===== config.mk =====
export PLATFORM = sky130hd
export DESIGN_NAME = cpu_timing
export DESIGN_NICKNAME = d
export VERILOG_FILES = /design/src/rtl/cpu_timing_pkg.sv /design/src/rtl/cpu_phase_ctr.sv /design/src/rtl/cpu_timing.sv
export SDC_FILE = /design/constraint.sdc
export NUM_CORES = 1
export LEC_CHECK = 0
export BUFFER_PORTS_ARGS = -buffer_cell sky130_fd_sc_hd__buf_4
export CAP_MARGIN = 40
export CORE_MARGIN = 5
export CORE_UTILIZATION = 53
export CTS_CLUSTER_SIZE = 14
export DETAILED_ROUTE_END_ITERATION = 12
export PLACE_DENSITY = 0.79
export SLEW_MARGIN = 25
export SYNTH_ARGS = -nofsm -noshare
export SYNTH_HDL_FRONTEND = slang
export SYNTH_SLANG_ARGS = --single-unit

===== constraint.sdc =====
create_clock -name clk_ppu -period 2.1 [get_ports clk_ppu]
set_input_delay 0.105 -clock clk_ppu [delete_from_list [all_inputs] [get_ports clk_ppu]]
set_output_delay 0.105 -clock clk_ppu [all_outputs]
set_load 0.01 [all_outputs]

===== src/rtl/cpu_timing_pkg.sv =====
// Shared types and default timing constants for the CPU timebase.
// The FSM state encoding and PPU-to-CPU clock ratio defaults live here.
package cpu_timing_pkg;

    typedef enum logic [1:0] {
        ST_IDLE      = 2'd0,
        ST_RUN       = 2'd1,
        ST_HALT_WAIT = 2'd2,
        ST_HALTED    = 2'd3
    } state_t;

    localparam int CPU_DIV_DEF       = 3;
    localparam int M2_LOW_PHASES_DEF = 1;

endpackage


===== src/rtl/cpu_phase_ctr.sv =====
// Phase counter inside a CPU cycle, plus the boundary flag on its last phase.
// Latency: phase updates one clk after enable; boundary is combinational from state. Backpressure: none.
module cpu_phase_ctr #(
    parameter int CPU_DIV = 3
) (
    input  logic       clk,
    input  logic       rst_n,
    input  logic       en,
    input  logic       clr,
    output logic [1:0] phase,
    output logic       boundary
);

    localparam logic [1:0] LAST = 2'(CPU_DIV - 1);

    // Disabled (IDLE) holds phase at 0 so the first running cycle starts at phase 0.
    always_ff @(posedge clk or negedge rst_n) begin
        if (!rst_n) begin
            phase <= 2'd0;
        end else if (clr || !en || phase == LAST) begin
            phase <= 2'd0;
        end else begin
            phase <= phase + 2'd1;
        end
    end

    assign boundary = en && (phase == LAST);

endmodule


===== src/rtl/cpu_timing.sv =====
// CPU timebase: phase/M2 generation, halt FSM, CPU/DMA/APU strobes and cycle counter.
// Latency: strobes register the boundary decision (appear one clk after it). Backpressure: none.
module cpu_timing
    import cpu_timing_pkg::*;
#(
    parameter int CPU_DIV       = CPU_DIV_DEF,
    parameter int M2_LOW_PHASES = M2_LOW_PHASES_DEF,
    parameter int CNT_W         = 32
) (
    input  logic             clk_ppu,
    input  logic             rst_ppu_n,
    input  logic             run,
    input  logic             cpu_rw,
    input  logic             halt_req,
    output logic [1:0]       cpu_phase,
    output logic             cpu_ce,
    output logic             dma_ce,
    output logic             m2,
    output logic             put_cycle,
    output logic             apu_ce,
    output logic             halt_ack,
    output logic [CNT_W-1:0] cycle_cnt
);

    localparam logic [1:0] M2_LOW = 2'(M2_LOW_PHASES);

    state_t state;
    state_t state_nxt;
    logic   boundary;
    logic   cpu_ce_nxt;
    logic   dma_ce_nxt;

    cpu_phase_ctr #(
        .CPU_DIV (CPU_DIV)
    ) u_phase (
        .clk      (clk_ppu),
        .rst_n    (rst_ppu_n),
        .en       (state != ST_IDLE),
        .clr      (!run),
        .phase    (cpu_phase),
        .boundary (boundary)
    );

    always_ff @(posedge clk_ppu or negedge rst_ppu_n) begin
        if (!rst_ppu_n) begin
            state <= ST_IDLE;
        end else begin
            state <= state_nxt;
        end
    end

    // Dropping run wins over everything and is not deferred to a boundary.
    always_comb begin
        state_nxt = state;
        if (!run) begin
            state_nxt = ST_IDLE;
        end else begin
            case (state)
                ST_IDLE:      state_nxt = ST_RUN;
                ST_RUN: begin
                    if (boundary && halt_req) begin
                        state_nxt = cpu_rw ? ST_HALTED : ST_HALT_WAIT;
                    end
                end
                ST_HALT_WAIT: begin
                    if (boundary) begin
                        if (!halt_req) begin
                            state_nxt = ST_RUN;
                        end else if (cpu_rw) begin
                            state_nxt = ST_HALTED;
                        end
                    end
                end
                ST_HALTED: begin
                    if (boundary && !halt_req) begin
                        state_nxt = ST_RUN;
                    end
                end
                default:      state_nxt = ST_IDLE;
            endcase
        end
    end

    always_comb begin
        cpu_ce_nxt = boundary && (state == ST_RUN || state == ST_HALT_WAIT)
                     && (state_nxt != ST_HALTED);
        dma_ce_nxt = boundary && (state == ST_HALTED);
        m2         = (state != ST_IDLE) && (cpu_phase >= M2_LOW);
    end

    always_ff @(posedge clk_ppu or negedge rst_ppu_n) begin
        if (!rst_ppu_n) begin
            cpu_ce    <= 1'b0;
            dma_ce    <= 1'b0;
            apu_ce    <= 1'b0;
            halt_ack  <= 1'b0;
            put_cycle <= 1'b0;
            cycle_cnt <= '0;
        end else begin
            cpu_ce   <= cpu_ce_nxt;
            dma_ce   <= dma_ce_nxt;
            apu_ce   <= boundary && put_cycle;
            halt_ack <= (state_nxt == ST_HALTED);
            if (boundary) begin
                put_cycle <= !put_cycle;
                cycle_cnt <= cycle_cnt + CNT_W'(1);
            end
        end
    end

endmodule

== Yosys cells after proc, flatten, opt, wreduce, memory -nomap -nowiden ==
Index checks and enable logic that the tools add are counted.
Storage, ports and cells
  input bits: 5
  logic and storage cells: 43
  register bits after elaboration: 41
  output and inout bits: 40
Operators by class
  order comparisons: 1
  reduce and logical (&&, ||, !) cells: 17
  multiplexer cells: 9
  add/sub/neg operators: 2
  eq/ne operators: 6
Operator list (count)
  $add 32x1->32 const B: 1
  $mux 2: 7
  $eq 2x2->1 const B: 4
  $logic_and 1x1->1: 8
  $pmux 2 s4: 1
  $logic_not 1->1: 4
  $logic_or 1x1->1: 3
  $add 2x1->2 const B: 1
  $eq 2x1->1 const B: 1
  $ge 2x1->1 const B: 1
  $logic_not 2->1: 1
  $ne 2x2->1 const B: 1
  $reduce_bool 2->1: 1
  $mux 1: 1

== Logic depth before layout (Yosys ltp) ==
Gate-level depths: netlist of run 1.
  depth in word-level cells: 8
  mapped depth: 8

== Cells and area by module ==
Synthesis of run 1 repeated with hierarchy kept, for this count alone.
Second synthesis, totals
  cells, all modules: 179
  area total of the unflattened synthesis: 2108.3 µm²
Modules (own cells, without submodules)
  cpu_timing: area an instance 2016.9 µm², instances 1, seq. area each 975.9 µm², cells each 172
  cpu_phase_ctr: area an instance 91.3 µm², instances 1, seq. area each 50.0 µm², cells each 7

== Least setup slack after synthesis of run 1 ==
No wires, ideal clock.
  path kind: flip-flop to flip-flop
  start point: register state[0]
  end point: register cycle_cnt[26]
  clock period less this slack: 1.779 ns
  arrival: 1.653 ns
  setup slack: 0.321 ns
  stages on the path, launching flop included: 7
  cell sequence: dfrtp_1 -> inv_1 -> ha_1 -> nand3b_1 -> nor4_2 -> nand4_1 -> xnor2_1
Between the ends
  cells in the longest elaborated chain, start to end: 2
Ends and longest elaborated chain
  from (decl): line cpu_timing.sv:27  | state_t state;
  from (signal assigned): line cpu_timing.sv:48  | state <= state_nxt;
  $reduce_bool 2->1: line cpu_timing.sv:38  | .en (state != ST_IDLE),
  $logic_and 1x1->1: line cpu_phase_ctr.sv:27  | assign boundary = en && (phase == LAST);
  to (signal assigned): line cpu_timing.sv:106  | cycle_cnt <= cycle_cnt + CNT_W'(1);
  to (decl): line cpu_timing.sv:22  | output logic [CNT_W-1:0] cycle_cnt
Every way passes these cells.
A chain may end at the register's enable or synchronous reset.

== Worst setup path in the final report of run 1 ==
  start point: register state[1]
  end point: register cycle_cnt[26]
Same word-level chain as after synthesis.

==> metrics.md, run 1 <==
| Metric | Value |
|---|---|
| Row count | `22` |
| Die H | `71.3 µm` |
| Worst Path Arrival | `2160 ps` |
| R2R Setup Slk | `120 ps` |
| Count leader, synth | `dfrtp_1` |
| Worst Setup SP | `state[1]` |
| XOR/XNOR Fraction of Synth Area | `14.1%` |
| Pre-antenna DRT Iters | `4` |
| Ys async rst share | `100%` |
| Fmax | `0.504 GHz` |
| Total track usage | `17.0%` |
| Port-buffer cells | `44` |
| Vias in the first global route | `1421` |
| Mapped cell area | `1990 µm²` |
| Synth area leaders | `dfrtp_1 (51%), xnor2_1 (11%), ha_1 (5.0%), nand4_1 (4.1%), nor4_4 (3.2%)` |
| WL per Instance | `15.0 µm` |
| Ys Warns | `0` |
| Multiplexer share of the synthesized area | `1.07%` |
| Layout net count | `236` |
| FF-to-FF path depth | `6` |
| Slew Limit Fails | `0` |
| CP endpoint | `cycle_cnt[26]` |
| Core area | `3660 µm²` |
| First-pass GRT wire length | `6780 µm` |
| GPL Wtd Cong | `0.905` |
| Final hold violations | `0` |
| Max Cap Viol | `0` |
| Area added between synthesis and finish | `25.2%` |
| Initial antenna violation count | `0` |
| Maximum vdd drop | `0.000459 V` |
| CP Class | `flip-flop to flip-flop` |
| Critical Path Start Type | `flip-flop` |
| Clock Latency Late Sink | `290 ps` |
| Vias | `1452` |
| Tcrit/Tclk final | `94.4%` |
| Most frequent cells after synthesis | `dfrtp_1 (41), xnor2_1 (26), nand2_1 (13), nand4_1 (13), nand3_1 (9)` |
| P per Cell Area | `579 nW/µm²` |
| Worst Path Required | `2280 ps` |
| Total clock sinks | `41` |
| Syn Area/Cell | `11.7 µm²` |
| Root buffer cell | `clkbuf_8` |
| Total Power | `1.45 mW` |
| H-tree levels | `2` |
| Share of cells above drive strength 1 | `28.4%` |
| Vias per cell | `5.38` |
| CTS Buf Count | `5` |
| Main combinational cell family by area after synthesis | `simple AND/OR/NAND/NOR gates` |
| # DRC | `0` |
| Largest net degree at the start of global routing | `42` |
| Critical Path End Type | `flip-flop` |
| Cell count after synthesis | `170` |
| Area leader, netlist | `dfrtp_1` |
| TritonCTS clock tree | `built` |
| Critical R2R Capture | `cycle_cnt[26]` |
| Number of DRC markers in iteration 0 | `60` |
| Final Skew | `8.01 ps` |
| Status | `complete, no violations` |
| HP Class | `input pin to flip-flop` |
| Drt total wl | `4050 µm` |
| Top cell type's share of synthesized area | `51.5%` |
| Register bit total from synthesis | `41` |
| Top_reg_cell synth | `dfrtp_1` |
| Final min period | `1980 ps` |
| DP HPWL | `3030 µm` |
| Simple-gate area share of the yosys netlist | `24.7%` |
| Antenna-violating nets left | `0` |
| Setup violators final | `0` |
| Reg2reg start | `state[1]` |
| Congestion Overflow GR | `0` |
| Mapped Nets | `183` |
| Adder-cell share of the synthesized area | `5.02%` |
| Initial core utilization | `54.4%` |
| Post-synth EDFFs | `0` |
| Top-Level Pins | `45` |
| Die X | `71.3 µm` |
| Antenna diode count | `0` |
| WHS | `34.5 ps` |
| Yosys cell types | `30` |
| Clock slew at reported path FFs | `70 ps` |
| Max Buffers Root-to-Sink | `2` |
| Leak | `1.27 nW` |
| Worst Tran Pin Value | `542 ps` |
| Critical path fanouts, max | `8` |
| Die ar. | `5090 µm²` |
| Post-synthesis compound-gate area fraction | `2.07%` |
| Fin util | `68.2%` |
| Seq/Total Area, Yosys | `51.5%` |
| Slew margin rel. | `63.6%` |
## cell families (layout without fill, tap and decap cells)
logic type / count (synthesis) / after routing
AO/OA/AOI/OAI: 7 / 7
flip-flops: 41 / 41
multiplexers: 2 / 2
AND/OR/NAND/NOR: 73 / 73
XOR/XNOR: 32 / 32
adder cells (fa/ha/maj): 8 / 8
buffers and inverters: 7 / 59
## report_power, final
part           internal, mW  switching, mW  total (mW)
Combinational        0.0620         0.0620       0.124
Clock                 0.218          0.248       0.466
Sequential            0.815         0.0401       0.855
Total                  1.10          0.350        1.45
## worst max-delay path, cell delays in order, from the launching register on
cell,delay [ps]
dfrtp_1,430
inv_1,110
ha_1,280
nand3b_1,330
nor4_4,410
nand4_1,160
xnor2_1,160
## sequential cells by signal, indices dropped and copies added (netlist names)
| name | count |
|---|---|
| apu_ce | 1 |
| cpu_ce | 1 |
| cycle_cnt | 32 |
| dma_ce | 1 |
| halt_ack | 1 |
| put_cycle | 1 |
| state | 2 |
| u_phase.phase | 2 |
## per-layer routing
layer	vias up	track usage (%)	wire [µm]
met2	43	30.0	2140
met1	703	19.1	1590
li1	699	-	-
met4	0	5.64	57
met5	-	0	0
met3	7	5.89	261
## what timing repair did
action	in CTS	in global routing
setup endpoints to repair	0	14
setup buffers	0	1
hold endpoints to repair	41	0
resized for setup	0	3
hold buffers	1	0
## per-stage QoR
| stage | setup slack, ps | area [µm²] | instances | TNS [ps] |
|---|---|---|---|---|
| after global placement | 181 | 2390 | 262 | 0 |
| after CTS | 47.1 | 2470 | 269 | 0 |
| final | 117 | 2500 | 270 | 0 |
| after detailed placement | 88.2 | 2390 | 262 | 0 |
| after global routing | -28.7 | 2500 | 270 | -61.6 |
| after floorplan | 321 | 1990 | 170 | 0 |
## cells in the final DEF, fill, tap and decap left out
| cell | Yosys | final |
|---|---|---|
| buf_4 | 1 | 47 |
| dfrtp_1 | 41 | 41 |
| xnor2_1 | 26 | 26 |
| nand2_1 | 13 | 13 |
| nand4_1 | 13 | 13 |
| nand3_1 | 9 | 9 |
| nor2_1 | 8 | 8 |
| ha_1 | 8 | 8 |
| xor2_1 | 6 | 6 |
| inv_1 | 5 | 5 |
| and2_1 | 5 | 5 |
| and3_1 | 5 | 5 |
| clkbuf_8 | 0 | 5 |
| nor4_4 | 3 | 4 |
| nor2b_1 | 3 | 3 |
| o21ai_0 | 3 | 3 |
| and4_1 | 3 | 3 |
| nor3b_1 | 2 | 2 |
| nand3b_1 | 2 | 2 |
| a21oi_1 | 2 | 2 |
| nor3_2 | 0 | 2 |
| mux2i_1 | 1 | 1 |
| a311oi_1 | 1 | 1 |
| o211ai_1 | 1 | 1 |
| and3b_1 | 1 | 1 |
| nand4b_4 | 1 | 1 |
| nand3_2 | 1 | 1 |
| mux2_2 | 1 | 1 |
| nand4_4 | 1 | 1 |
| clkinv_2 | 0 | 1 |
| dlygate4sd3_1 | 0 | 1 |
## how the worst min path moves through the flow
stage	startpoint	endpoint	slack, ps	cells after the start
global placement	rst_ppu_n	cycle_cnt[18]	100	1
CTS	run	state[0]	30	2
finish	run	state[0]	30	2
detailed placement	rst_ppu_n	cycle_cnt[18]	110	1
global route	run	state[0]	40	2
floorplan	rst_ppu_n	apu_ce	-190	0
## cell type report
class / instances / area, µm²
Fill cell: 273 / 1160
Sequential cell: 41 / 1030
Multi-Input combinational cell: 122 / 955
Timing Repair Buffer: 48 / 363
Clock buffer: 5 / 68.8
Tap cell: 48 / 60.1
Inverter: 5 / 18.8
Clock inverter: 1 / 5.00
No activity file was read; power rests on OpenSTA's default activity.
==> run 2, diff against run 1 <==
- CELL_PAD_IN_SITES_DETAIL_PLACEMENT: default -> 1
- CELL_PAD_IN_SITES_GLOBAL_PLACEMENT: default -> 1
- CORE_UTILIZATION: 53 -> 42
- PLACE_DENSITY: 0.79 -> 0.8
==> run 2 against run 1 <==
  * Final area up 2.9%
  * Critical path depth is the same
  * Non-clock buffer count grew 2
  * Via count grew 2.9%
  * Clock power increased by 62%
  * Clock-buffer cell count is the same
  * Routed wire length is 13% higher
  * Combinational power about the same
  * Sequential power hardly changed
  * Register-to-register slack gained 20 ps
  * Largest cell class unchanged
  * Highest routed layer unchanged
==> metrics.md, run 2 (same netlist as run 1, synthesis figures left out) <==
| Metric | Value |
|---|---|
| DP HPWL | `3450 µm` |
| Worst Path Required | `2280 ps` |
| Critical Path Start Type | `flip-flop` |
| Total track usage | `16.5%` |
| Max Cap Viol | `0` |
| Layout net count | `238` |
| Final hold violations | `0` |
| Congestion Overflow GR | `0` |
| Antenna diode count | `0` |
| Drt total wl | `4570 µm` |
| Setup violators final | `0` |
| Worst Path Arrival | `2150 ps` |
| Vias in the first global route | `1615` |
| Die H | `78.9 µm` |
| Critical R2R Capture | `cycle_cnt[26]` |
| Initial core utilization | `42.8%` |
| Hold Path Depth | `2` |
| Fmax | `0.508 GHz` |
| Slew Limit Fails | `0` |
| Pre-antenna DRT Iters | `4` |
| H-tree levels | `2` |
| Switching part of the total | `22.2%` |
| CTS Buf Count | `5` |
| Post-CTS Setup Inserts | `0` |
| Largest net degree at the start of global routing | `42` |
| Top-Level Pins | `45` |
| Clock slew at reported path FFs | `80 ps` |
| Critical Path End Type | `flip-flop` |
| Critical path fanouts, max | `6` |
| Slew margin rel. | `62.3%` |
| Port-buffer cells | `44` |
| Net Sw Power | `385 µW` |
| Hold endpoint | `state[0]` |
| Number of DRC markers in iteration 0 | `58` |
| Total clock sinks | `41` |
| Initial antenna violation count | `0` |
| Total Power | `1.74 mW` |
| Leak | `1.31 nW` |
| Share of power burned in registers | `49.4%` |
| Root buffer cell | `clkbuf_8` |
| Hold wc startpoint | `run` |
| P per Cell Area | `676 nW/µm²` |
| Max Buffers Root-to-Sink | `2` |
| Status | `complete, no violations` |
| Placed cell count | `271` |
| RSZ-0062 raised after global routing | `no` |
| Die X | `78.9 µm` |
| Top reg by flops | `cycle_cnt` |
| Area added between synthesis and finish | `28.9%` |
| Reg2reg start | `state[0]` |
| TritonCTS clock tree | `built` |
| Clock Latency Late Sink | `300 ps` |
| Final min period | `1970 ps` |
| Worst Tran Pin Value | `561 ps` |
| Row count | `25` |
| Setup TNS | `0 ps` |
| Pint | `1.35 mW` |
| Tcrit/Tclk final | `93.7%` |
| FF-to-FF path depth | `6` |
| Combinational Power Share | `7.2%` |
| Clk pwr share | `43.4%` |
| R2R Setup Slk | `130 ps` |
| Final Skew | `5.76 ps` |
| First-pass GRT wire length | `7870 µm` |
| Antenna-violating nets left | `0` |
| Share of cells above drive strength 1 | `28.8%` |
| Fin util | `55.1%` |
| Commonest non-fill, non-tap cell in the layout | `buf_4` |
| GPL Wtd Cong | `0.790` |
| Vias per cell | `5.34` |
| Top flop regs | `cycle_cnt (32), state (2), u_phase.phase (2)` |
| Most frequent cells in the layout | `buf_4 (49), dfrtp_1 (41), xnor2_1 (26)` |
| Vias | `1494` |
| CP Class | `flip-flop to flip-flop` |
| Die ar. | `6220 µm²` |
| HP Class | `input pin to flip-flop` |
| Final cell count without fillers | `280` |
| # DRC | `0` |
| WL per Instance | `16.3 µm` |
| Core area | `4660 µm²` |
| Maximum vdd drop | `0.000347 V` |
| Largest register FFs | `32` |
## run 2: worst max-delay path by stage
| stage | start | end | slack, ps | cells after the start |
|---|---|---|---|---|
| 6_report | state[0] | cycle_cnt[26] | 130 | 6 |
| 5_1_grt | state[0] | cycle_cnt[26] | 30 | 6 |
| 4_1_cts | state[0] | cycle_cnt[26] | 70 | 6 |
| 3_5_place_dp | state[0] | cycle_cnt[26] | 120 | 6 |
| 3_3_place_gp | state[0] | cycle_cnt[26] | 260 | 6 |
| 2_1_floorplan | state[0] | cycle_cnt[26] | 320 | 6 |
## run 2: final cells by class
type                    instances  area (µm²)
multi-input cells             122         945
flip-flops and latches         41        1030
clock buffers                   5        68.8
repair buffers                 50         378
fillers                       510        2090
well taps                      54        67.6
inverters                       5        18.8
clock inverters                 3        65.1
## run 2: metrics by stage
stage | cell area [µm²] | hold slack, ps | setup slack, ps
final | 2570 | 21.7 | 133
after global routing | 2570 | 13.9 | 34.3
after CTS | 2560 | 11.6 | 67.3
after detailed placement | 2420 | 119 | 118
after global placement | 2420 | 117 | 258
after floorplan | 1990 | -191 | 321
## run 2: critical path, stage by stage (launching register included)
cell and delay, ps:
dfrtp_1 450, inv_1 100, ha_1 230, nand3b_1 290
nor4_4 410, nand4_1 190, xnor2_1 180
## run 2: repair_timing
action / 4_1_cts / 5_1_grt
endpoints found under the setup margin: 0 / 2
endpoints found under the hold margin: 41 / 0
resized for setup: 0 / 1
hold buffers: 1 / 0
## run 2: power by group through the flow
stage | logic [mW] | registers [mW] | clock network (mW)
floorplan | 0.0414 | 0.876 | 0
global placement | 0.127 | 0.871 | 0
detailed placement | 0.128 | 0.873 | 0
CTS | 0.130 | 0.857 | 0.772
global route | 0.142 | 0.863 | 0.804
finish | 0.125 | 0.857 | 0.753
## run 2: per-layer routing
| metal | GRT usage, % | up-vias | part of all wire [%] |
|---|---|---|---|
| met5 | 0 | - | 0 |
| met4 | 7.22 | 0 | 1.9 |
| met3 | 4.88 | 6 | 5.3 |
| met2 | 28.6 | 33 | 51 |
| met1 | 18.9 | 756 | 42 |
| li1 | - | 699 | - |
==> run 3, diff against run 2 <==
- PLACE_DENSITY: 0.8 -> 0.79
- SLEW_MARGIN: 25 -> default
- SYNTH_HIERARCHICAL: default -> 1
==> run 3 against run 2 <==
  * Area after synthesis increased by 5.8%
  * Sequential share of layout area shrank 2.4 points
  * Critical endpoint is now halt_ack
  * Sequential power down 0.9%
  * Highest routed layer unchanged
  * Critical path type unchanged
==> metrics.md, run 3 <==
| Metric | Value |
|---|---|
| Post-synth EDFFs | `0` |
| Worst Path Arrival | `2170 ps` |
| Top-Level Pins | `45` |
| Vias per cell | `4.92` |
| Core area | `4790 µm²` |
| CP max stage delay | `350 ps` |
| Clock Latency Late Sink | `290 ps` |
| First-pass GRT wire length | `8160 µm` |
| TritonCTS clock tree | `built` |
| Yosys cell types | `32` |
| CTS Buf Count | `5` |
| Mapped cell area | `2110 µm²` |
| Pint | `1.26 mW` |
| Placed cell count | `295` |
| Final Skew | `5.09 ps` |
| Syn Area/Cell | `11.8 µm²` |
| CP Class | `flip-flop to flip-flop` |
| Tcrit/Tclk final | `92.4%` |
| Critical path fanouts, max | `7` |
| Slew margin rel. | `65.3%` |
| Clk pwr share | `40.8%` |
| # DRC | `0` |
| Largest register FFs | `32` |
| HP Class | `input pin to flip-flop` |
| Die ar. | `6540 µm²` |
| Count leader, synth | `dfrtp_1` |
| Die H | `80.9 µm` |
| H-tree levels | `2` |
| Share of cells above drive strength 1 | `36.8%` |
| Top_reg_cell synth | `dfrtp_1` |
| Top reg by flops | `cycle_cnt` |
| Largest net degree at the start of global routing | `42` |
| Clock slew at reported path FFs | `80 ps` |
| Ys Warns | `6` |
| Seq/Total Area, Yosys | `48.7%` |
| Total track usage | `16.2%` |
| Area added between synthesis and finish | `29.7%` |
| Drt total wl | `4640 µm` |
| Fmax | `0.515 GHz` |
| Slew Limit Fails | `0` |
| Antenna diode count | `0` |
| Critical Path End Type | `flip-flop` |
| Worst Tran Pin Value | `520 ps` |
| Commonest non-fill, non-tap cell in the layout | `buf_4` |
| WL per Instance | `15.2 µm` |
| Net Sw Power | `382 µW` |
| Leak | `1.44 nW` |
| Critical R2R Capture | `halt_ack` |
| Final cell count without fillers | `306` |
| P per Cell Area | `600 nW/µm²` |
| Max Cap Viol | `0` |
| Cell count after synthesis | `179` |
| Reg2reg start | `state[0]` |
| Final hold violations | `0` |
| Setup TNS | `0 ps` |
| Most frequent cells in the layout | `buf_4 (55), dfrtp_1 (41), xor2_1 (22)` |
| Total clock sinks | `41` |
| Max Buffers Root-to-Sink | `2` |
| Port-buffer cells | `44` |
| Die X | `80.9 µm` |
| Worst path most repeated cell | `inv_1` |
| Root buffer cell | `clkbuf_8` |
| R2R Setup Slk | `160 ps` |
| Status | `complete, no violations` |
| Top flop regs | `cycle_cnt (32), state (2), u_phase/phase (2)` |
| Area leader, netlist | `dfrtp_1` |
| Vias in the first global route | `1679` |
| Final min period | `1940 ps` |
| Most frequent cells after synthesis | `dfrtp_1 (41), xor2_1 (22), nand2_1 (13)` |
| Synth area leaders | `dfrtp_1 (49%), xor2_1 (9.1%), ha_1 (4.7%), nor4_2 (4.2%), xnor2_1 (4.2%)` |
| Setup violators final | `0` |
| Critical path's slowest cell | `dfrtp_1` |
| DP HPWL | `3430 µm` |
| Multi-input logic area | `1020 µm²` |
| Vias | `1507` |
| Share of power burned in registers | `51.7%` |
| Worst Path Required | `2330 ps` |
| Maximum vdd drop | `0.000307 V` |
| Total Power | `1.64 mW` |
| CP endpoint | `halt_ack` |
| Mapped Nets | `192` |
| Pre-antenna DRT Iters | `4` |
| FF-to-FF path depth | `9` |
| Congestion Overflow GR | `0` |
| Switching part of the total | `23.3%` |
| Top cell type's share of synthesized area | `48.7%` |
| Ys async rst share | `100%` |
| CP cell instances | `inv_1, ha_1, inv_1, and2_4, buf_4, a21oi_1, o32a_1, nor3_1, and2_1` |
| Worst Setup SP | `state[0]` |
| Number of DRC markers in iteration 0 | `39` |
| Critical Path Start Type | `flip-flop` |
| Initial antenna violation count | `0` |
| GPL Wtd Cong | `0.786` |
| Cell Area, Placed | `2580 µm²` |
| Initial core utilization | `44.1%` |
| Register area | `1030 µm²` |
| Register bit total from synthesis | `41` |
| Antenna-violating nets left | `0` |
| Combinational Power Share | `7.5%` |
| Design area | `2730 µm²` |
| Layout net count | `251` |
| Row count | `25` |
| Fillers | `533` |
-- run 3: worst max-delay path, delay by kind of cell (launching register included) --
family / cells / cell delay (ps)
buffers and inverters: 3 / 300
AND/OR/NAND/NOR: 3 / 620
adder cells (fa/ha/maj): 1 / 220
AO/OA/AOI/OAI: 2 / 380
flip-flops: 1 / 350
-- run 3: what timing repair did --
item	4_1_cts	5_1_grt
gates resized for setup	0	4
hold buffers	1	0
endpoints found under the hold margin	41	0
buffers inserted	0	2
setup endpoints to repair	0	22
-- run 3: how the worst min path moves through the flow --
stage,endpoint,start,slack [ps],cells past startpoint
after floorplan,apu_ce,rst_ppu_n,-190,0
after global placement,cycle_cnt[30],rst_ppu_n,120,1
after detailed placement,cycle_cnt[29],rst_ppu_n,120,1
after CTS,state[0],run,20,2
after global routing,state[0],run,30,2
final,state[0],run,30,2
-- run 3: area by class of cell --
type | instances | share of cell area [%]
Sequential cell | 41 | 37.5
Multi-Input combinational cell | 122 | 37.3
Timing Repair Buffer | 57 | 16.2
Tap cell | 67 | 3.07
Clock buffer | 6 | 3.02
Inverter | 11 | 1.51
Clock inverter | 2 | 1.37
-- run 3: cell families (layout without fill, tap and decap cells) --
family	Yosys count	in the layout	share of synthesized area (%)
compound gates	7	7	2.08
xor+xnor	32	32	13.3
fa+ha+maj	8	8	4.75
buf+inv	16	76	3.50
flops	41	41	48.7
mux	2	2	1.01
simple gates	73	73	26.7
-- run 3: metrics by stage --
step	hold WS, ps	utilization [%]	setup slack, ps
6_report	28.5	57.1	159
5_1_grt	26.2	57.1	-4.13
4_1_cts	19.0	56.6	13.0
3_5_place_dp	123	53.9	38.8
3_3_place_gp	117	53.9	118
2_1_floorplan	-191	-	159
-- run 3: routing by layer --
metal,vias up,GRT usage [%],share of wire [%]
met3,8,4.55,5.5
met2,38,27.5,49
met4,0,6.08,1.5
met5,-,0,0
met1,736,19.4,44
li1,725,-,-
-- run 3: power groups by stage --
stage	Combinational (mW)	Clock, mW	Sequential [mW]
floorplan	0.0370	0	0.867
global placement	0.120	0	0.858
detailed placement	0.123	0	0.860
CTS	0.125	0.686	0.844
global route	0.137	0.726	0.854
finish	0.123	0.669	0.849
